File: config.mk
export PLATFORM = sky130hd
export DESIGN_NAME = array_refresh_responder
export DESIGN_NICKNAME = d
export VERILOG_FILES = /design/src/rtl/array_pkg.sv /design/src/rtl/array_width_cnt.sv /design/src/rtl/array_refresh_responder.sv
export SDC_FILE = /design/constraint.sdc
export NUM_CORES = 1
export LEC_CHECK = 0
export BUFFER_PORTS_ARGS = -buffer_cell sky130_fd_sc_hd__buf_2
export CORE_MARGIN = 8
export CORE_UTILIZATION = 35
export DETAILED_ROUTE_END_ITERATION = 12
export SYNTH_ARGS = -nofsm -noshare
export SYNTH_HDL_FRONTEND = slang
export SYNTH_HIERARCHICAL = 1
export SYNTH_SLANG_ARGS = --single-unit
File: constraint.sdc
create_clock -name clk -period 2.2 [get_ports clk]
set_input_delay 0.22 -clock clk [delete_from_list [all_inputs] [get_ports clk]]
set_output_delay 0.22 -clock clk [all_outputs]
set_load 0.05 [all_outputs]
File: src/rtl/array_pkg.sv
// Shared definitions for the refresh responder: FSM encoding and width/saturation constants.
package array_pkg;

    typedef enum logic [1:0] {
        RESP_IDLE,
        RESP_ACT,
        RESP_PRE
    } resp_state_t;

    localparam int ROW_NUM_DEFAULT = 8;
    localparam int CNT_SAT         = 255;

endpackage

File: src/rtl/array_width_cnt.sv
// Saturating width counter: load forces the count to 1, inc advances it until CNT_SAT.
module array_width_cnt
    import array_pkg::*;
#(
    parameter int CNT_WIDTH = 8
) (
    input  logic                 clk,
    input  logic                 rst,
    input  logic                 load,
    input  logic                 inc,
    output logic [CNT_WIDTH-1:0] cnt
);

    localparam logic [CNT_WIDTH-1:0] SAT = CNT_WIDTH'(CNT_SAT);

    // NOTE: registers are written with <= so every flop samples the pre-edge values of its peers.
    always_ff @(posedge clk) begin
        if (rst) begin
            cnt <= '0;
        end else if (load) begin
            cnt <= CNT_WIDTH'(1);
        end else if (inc && cnt != SAT) begin
            cnt <= cnt + CNT_WIDTH'(1);
        end
    end

endmodule

File: src/rtl/array_refresh_responder.sv
// Array-side refresh endpoint: times each activation and precharge, tracks the rows refreshed
// in the current sweep and flags timing, address-stability and range violations.
module array_refresh_responder
    import array_pkg::*;
#(
    parameter int ARRAY_ROW_ADDR_WIDTH = 16,
    parameter int ROW_NUM              = ROW_NUM_DEFAULT,
    parameter int CNT_WIDTH            = 8
) (
    input  logic                            clk,
    input  logic                            rst,
    input  logic                            array_cs_n,
    input  logic [ARRAY_ROW_ADDR_WIDTH-1:0] array_raddr,
    input  logic [7:0]                      array_tRAS,
    input  logic [7:0]                      array_tRP,
    input  logic                            rf_clear,
    output logic [ROW_NUM-1:0]              rf_row_map,
    output logic                            rf_sweep_done,
    output logic                            tras_viol,
    output logic                            trp_viol,
    output logic                            addr_viol,
    output logic                            viol_sticky,
    output logic [15:0]                     act_cnt
);

    localparam int                 ROW_W    = $clog2(ROW_NUM);
    localparam logic [ROW_NUM-1:0] ALL_ROWS = '1;

    resp_state_t                     state;
    logic [ARRAY_ROW_ADDR_WIDTH-1:0] cap_addr;
    logic                            addr_mis;
    logic                            act_bad;
    logic [CNT_WIDTH-1:0]            low_cnt;
    logic [CNT_WIDTH-1:0]            high_cnt;

    logic act_start, act_end, low_inc, high_inc;
    logic tras_short, trp_short, addr_change, range_bad;
    logic row_ok, sweep_hit, new_viol, pulse_any;
    logic [ROW_W-1:0]   row_sel;
    logic [ROW_NUM-1:0] map_set;
    logic [ROW_NUM-1:0] map_next;

    assign act_start = !array_cs_n && (state != RESP_ACT);
    assign act_end   = array_cs_n && (state == RESP_ACT);
    assign low_inc   = !array_cs_n && (state == RESP_ACT);
    assign high_inc  = array_cs_n && (state == RESP_PRE);

    array_width_cnt #(.CNT_WIDTH(CNT_WIDTH)) u_low_cnt (
        .clk  (clk),
        .rst  (rst),
        .load (act_start),
        .inc  (low_inc),
        .cnt  (low_cnt)
    );

    array_width_cnt #(.CNT_WIDTH(CNT_WIDTH)) u_high_cnt (
        .clk  (clk),
        .rst  (rst),
        .load (act_end),
        .inc  (high_inc),
        .cnt  (high_cnt)
    );

    // A zero timing value disables its check; a start from IDLE has no precharge to measure.
    assign tras_short  = act_end && (array_tRAS != 8'd0) && (low_cnt < CNT_WIDTH'(array_tRAS));
    assign trp_short   = !array_cs_n && (state == RESP_PRE) && (array_tRP != 8'd0)
                         && (high_cnt < CNT_WIDTH'(array_tRP));
    assign addr_change = low_inc && (array_raddr != cap_addr) && !addr_mis;
    assign range_bad   = act_end && (cap_addr >= ARRAY_ROW_ADDR_WIDTH'(ROW_NUM));

    assign row_ok    = act_end && !(act_bad || addr_mis || tras_short || range_bad);
    assign row_sel   = cap_addr[ROW_W-1:0];
    assign map_set   = rf_row_map | (ROW_NUM'(1) << row_sel);
    assign sweep_hit = row_ok && (map_set == ALL_ROWS) && !rf_clear;
    assign new_viol  = tras_short || trp_short || addr_change || range_bad;
    assign pulse_any = tras_viol || trp_viol || addr_viol;

    // NOTE: every variable assigned in always_comb gets a default first so no latch is inferred.
    always_comb begin
        map_next = rf_row_map;
        if (row_ok) begin
            map_next = map_set;
        end
    end

    always_ff @(posedge clk) begin
        if (rst) begin
            state         <= RESP_IDLE;
            cap_addr      <= '0;
            addr_mis      <= 1'b0;
            act_bad       <= 1'b0;
            rf_row_map    <= '0;
            rf_sweep_done <= 1'b0;
            tras_viol     <= 1'b0;
            trp_viol      <= 1'b0;
            addr_viol     <= 1'b0;
            viol_sticky   <= 1'b0;
            act_cnt       <= '0;
        end else begin
            tras_viol     <= tras_short;
            trp_viol      <= trp_short;
            addr_viol     <= addr_change || range_bad;
            rf_sweep_done <= sweep_hit;
            // A clear landing on a visible pulse must not erase that pulse from the sticky flag.
            viol_sticky   <= new_viol || (rf_clear ? pulse_any : viol_sticky);
            rf_row_map    <= (rf_clear || sweep_hit) ? '0 : map_next;
            if (act_end) begin
                act_cnt <= act_cnt + 16'd1;
            end

            case (state)
                RESP_IDLE: begin
                    if (!array_cs_n) begin
                        state    <= RESP_ACT;
                        cap_addr <= array_raddr;
                        addr_mis <= 1'b0;
                        act_bad  <= 1'b0;
                    end
                end
                RESP_ACT: begin
                    if (array_cs_n) begin
                        state <= RESP_PRE;
                    end else if (addr_change) begin
                        addr_mis <= 1'b1;
                    end
                end
                RESP_PRE: begin
                    if (!array_cs_n) begin
                        state    <= RESP_ACT;
                        cap_addr <= array_raddr;
                        addr_mis <= 1'b0;
                        act_bad  <= trp_short;
                    end
                end
                default: state <= RESP_IDLE;
            endcase
        end
    end

endmodule

==> impl_metrics.tcl <==
set metrics [dict create \
    ant_nets 0 \
    drt_pass1_iterations 4 \
    fmax_ghz 0.499 \
    wire_per_inst_um 13.6 \
    row_count 36 \
    slowest_stage "or4_4" \
    fin_area_um2 4130 \
    synthesis.nets 462 \
    ys_types 46 \
    routed_wl_um 8420 \
    cts_setup_buffers 0 \
    cellPowerDensity_nw_per_um2 601 \
    synth_area_leaders "dfxtp_1 (38%), ha_1 (6.2%), nand2_1 (5.9%)" \
    crit_path_start_kind "flip-flop" \
    die_w_um 115 \
    finalSetupViolCount 0 \
    synth_enable_flop_cells 0 \
    grt_pass1_wl_um 14100 \
    syn_to_final_growth_pct 20.3 \
    cp-end-kind "flip-flop" \
    hold_buffers 0 \
    synth_area_leader_cell "dfxtp_1" \
    report.final.slew_viol_count 0 \
    antenna_found_initial 0 \
    coreArea_um2 9640 \
    max-vdd-ir-drop_mv 0.353 \
    holdWs_ns 0.123 \
    ys.flop_type "dfxtp_1" \
    fin_crit_sh 0.910 \
    worst_slack_ns 0.197 \
    cpPeakStageDelay_ns 0.48 \
    finalClockSkew_ns 0.00983 \
    ys_warn_count 6 \
    maxCapViolCount 0 \
    io_buffers 64 \
    rsz0062_at_grt "false" \
    clock_path_buffers 2 \
    synthCells 409 \
    synth_top_area_share 0.379 \
    cts_sinks 65 \
    finalSetupTns_ns 0 \
    overflow 0 \
    fin_nets 534 \
    status "finished clean" \
    crit_arrival_ns 2.23 \
    die_h_um 115 \
    place_ws_ns 0.190 \
    path_class "reg2reg" \
    cp.required_ns 2.43 \
    seq_area_frac_synth 0.379 \
    period_minus_slack_ns 2.00 \
    placed_area_um2 3940 \
    fillers 1025 \
    grt_pass1_vias 3097 \
    hpwl_um 6350 \
    worstPathMaxFanout 8 \
    crit_chain "nor4_2 > nand4_1 > or4_4 > o41ai_4 > buf_4 > nor2_1" \
    relSlewSlack 0.643 \
    gp_congestion 0.801 \
    synth-seq-cells 65 \
    drcViolationCount 0 \
    hp-class "in2reg" \
    grt_max_degree 28 \
    routed-via-count 3156 \
    avgViaCountPerCell 5.10 \
    synthArstFlopShare 0 \
    grtUsageTotal 0.131 \
    num_antenna_cells 0 \
    max_slew.worst_pin.slew_ns 0.536 \
    ioPinCount 65 \
    first_iter_violations 104 \
    cts_tree "built" \
    clk-insertion-delay-late_ns 0.34 \
    syn_area_um2 3430 \
    initial_core_util 0.356 \
    clk_pin_slew_ns 0.07 \
    hold_violations 0 \
    syn_avg_cell_area_um2 8.39 \
    cts_resized 0 \
    cellLeakagePower_nw 1.78 \
    h-tree-depth 3 \
    root_buffer "clkbuf_8" \
    die_area_um2 13200 \
    layout-drive-gt1-share 0.220 \
    cts-buffers-inserted 9 \
]
[cell type report]
type | count | area, µm² | share of cell area
flip-flops and latches | 65 | 1300 | 0.315
well taps | 133 | 166 | 0.0403
inverters | 19 | 71.3 | 0.0173
repair buffers | 75 | 403 | 0.0975
clock buffers | 13 | 149 | 0.0360
clock inverters | 3 | 40.0 | 0.00969
multi-input cells | 311 | 2000 | 0.484
[per-layer routing]
layer / wire length [µm] / vias to the layer above / global-route usage / part of all wire
li1: - / 1627 / - / -
met1: 3870 / 1452 / 0.155 / 0.46
met2: 3950 / 68 / 0.217 / 0.47
met3: 484 / 9 / 0.0431 / 0.057
met4: 117 / 0 / 0.0482 / 0.014
met5: 0 / - / 0 / 0
[synthesized netlist by cell type, types with 8 or more instances]
library cell,instances
xor2_1,21
o21ai_0,16
nand2_1,54
nand4_1,12
clkbuf_1,12
nor2_1,32
inv_1,18
nor3b_1,9
nor4_1,12
dfxtp_1,65
a21oi_1,28
a31oi_1,15
ha_1,17
nand3_1,8
nor3_1,13
[sequential cells by signal (all words and copies together), names as in the netlist]
| signal | count |
|---|---|
| trp_viol | 1 |
| rf_row_map | 8 |
| tras_viol | 1 |
| act_cnt | 16 |
| act_bad | 1 |
| u_high_cnt/cnt | 8 |
| addr_mis | 1 |
| addr_viol | 1 |
| u_low_cnt/cnt | 8 |
| state | 2 |
| viol_sticky | 1 |
| rf_sweep_done | 1 |
| cap_addr | 16 |
[path summary, 6_finish.rpt]
check | slack [ns] | cells past startpoint | end | startpoint
worst max-delay path | 0.20 | 6 | rf_row_map[5] | cap_addr[12]
worst min-delay path | 0.12 | 2 | state[0] | array_cs_n
worst max register to register | 0.20 | 6 | rf_row_map[5] | cap_addr[12]
worst min register to register | 0.49 | 2 | cap_addr[10] | cap_addr[10]
[critical path: cells and delay by family, from the launching register on]
family                 cells  cell delay, ns
AOI/OAI and AO/OA          1            0.33
DFF                        1            0.34
buffers and inverters      1            0.20
and+or+nand+nor            4            1.03
[stage by stage]
step           power, mW   util  cells
6_report            2.48  0.429    619
3_5_place_dp        1.52  0.409    603
2_1_floorplan       1.42      -    409
3_3_place_gp        1.51  0.409    603
5_1_grt             2.59  0.429    619
4_1_cts             2.52  0.429    619
[kinds of logic after synthesis]
group                    Yosys count  synth area share
adder cells (fa/ha/maj)           17            0.0620
AO/OA/AOI/OAI                     81             0.151
XOR/XNOR                          28            0.0714
buffers and inverters             33            0.0383
AND/OR/NAND/NOR                  181             0.286
multiplexers                       4            0.0117
flip-flops                        65             0.379
[placed cells by master, fill, tap and decap left out, drive strengths merged, types with 2 or more instances in the layout]
cell	count
and4	9
nor2	32
ha	17
xnor2	7
and3b	5
nand2	54
a31oi	15
or2	3
dfxtp	65
xor2	21
nand3	10
buf	75
o2111ai	3
nor3b	9
clkbuf	13
o2111a	2
and3	5
nand4	12
o211ai	2
nor3	13
a41oi	2
or3	6
inv	19
a22oi	2
mux2i	4
nor4	15
a22o	2
nor2b	4
o21ai	16
a211oi	3
clkinv	2
nand3b	2
a21oi	28
[report_power, final]
group / internal [mW] / switching, mW / total (mW)
Sequential: 1.20 / 0.0349 / 1.24
Combinational: 0.102 / 0.148 / 0.250
Clock: 0.552 / 0.441 / 0.993
Total: 1.86 / 0.624 / 2.48
Note: power is estimated with default switching activity, not from simulation.
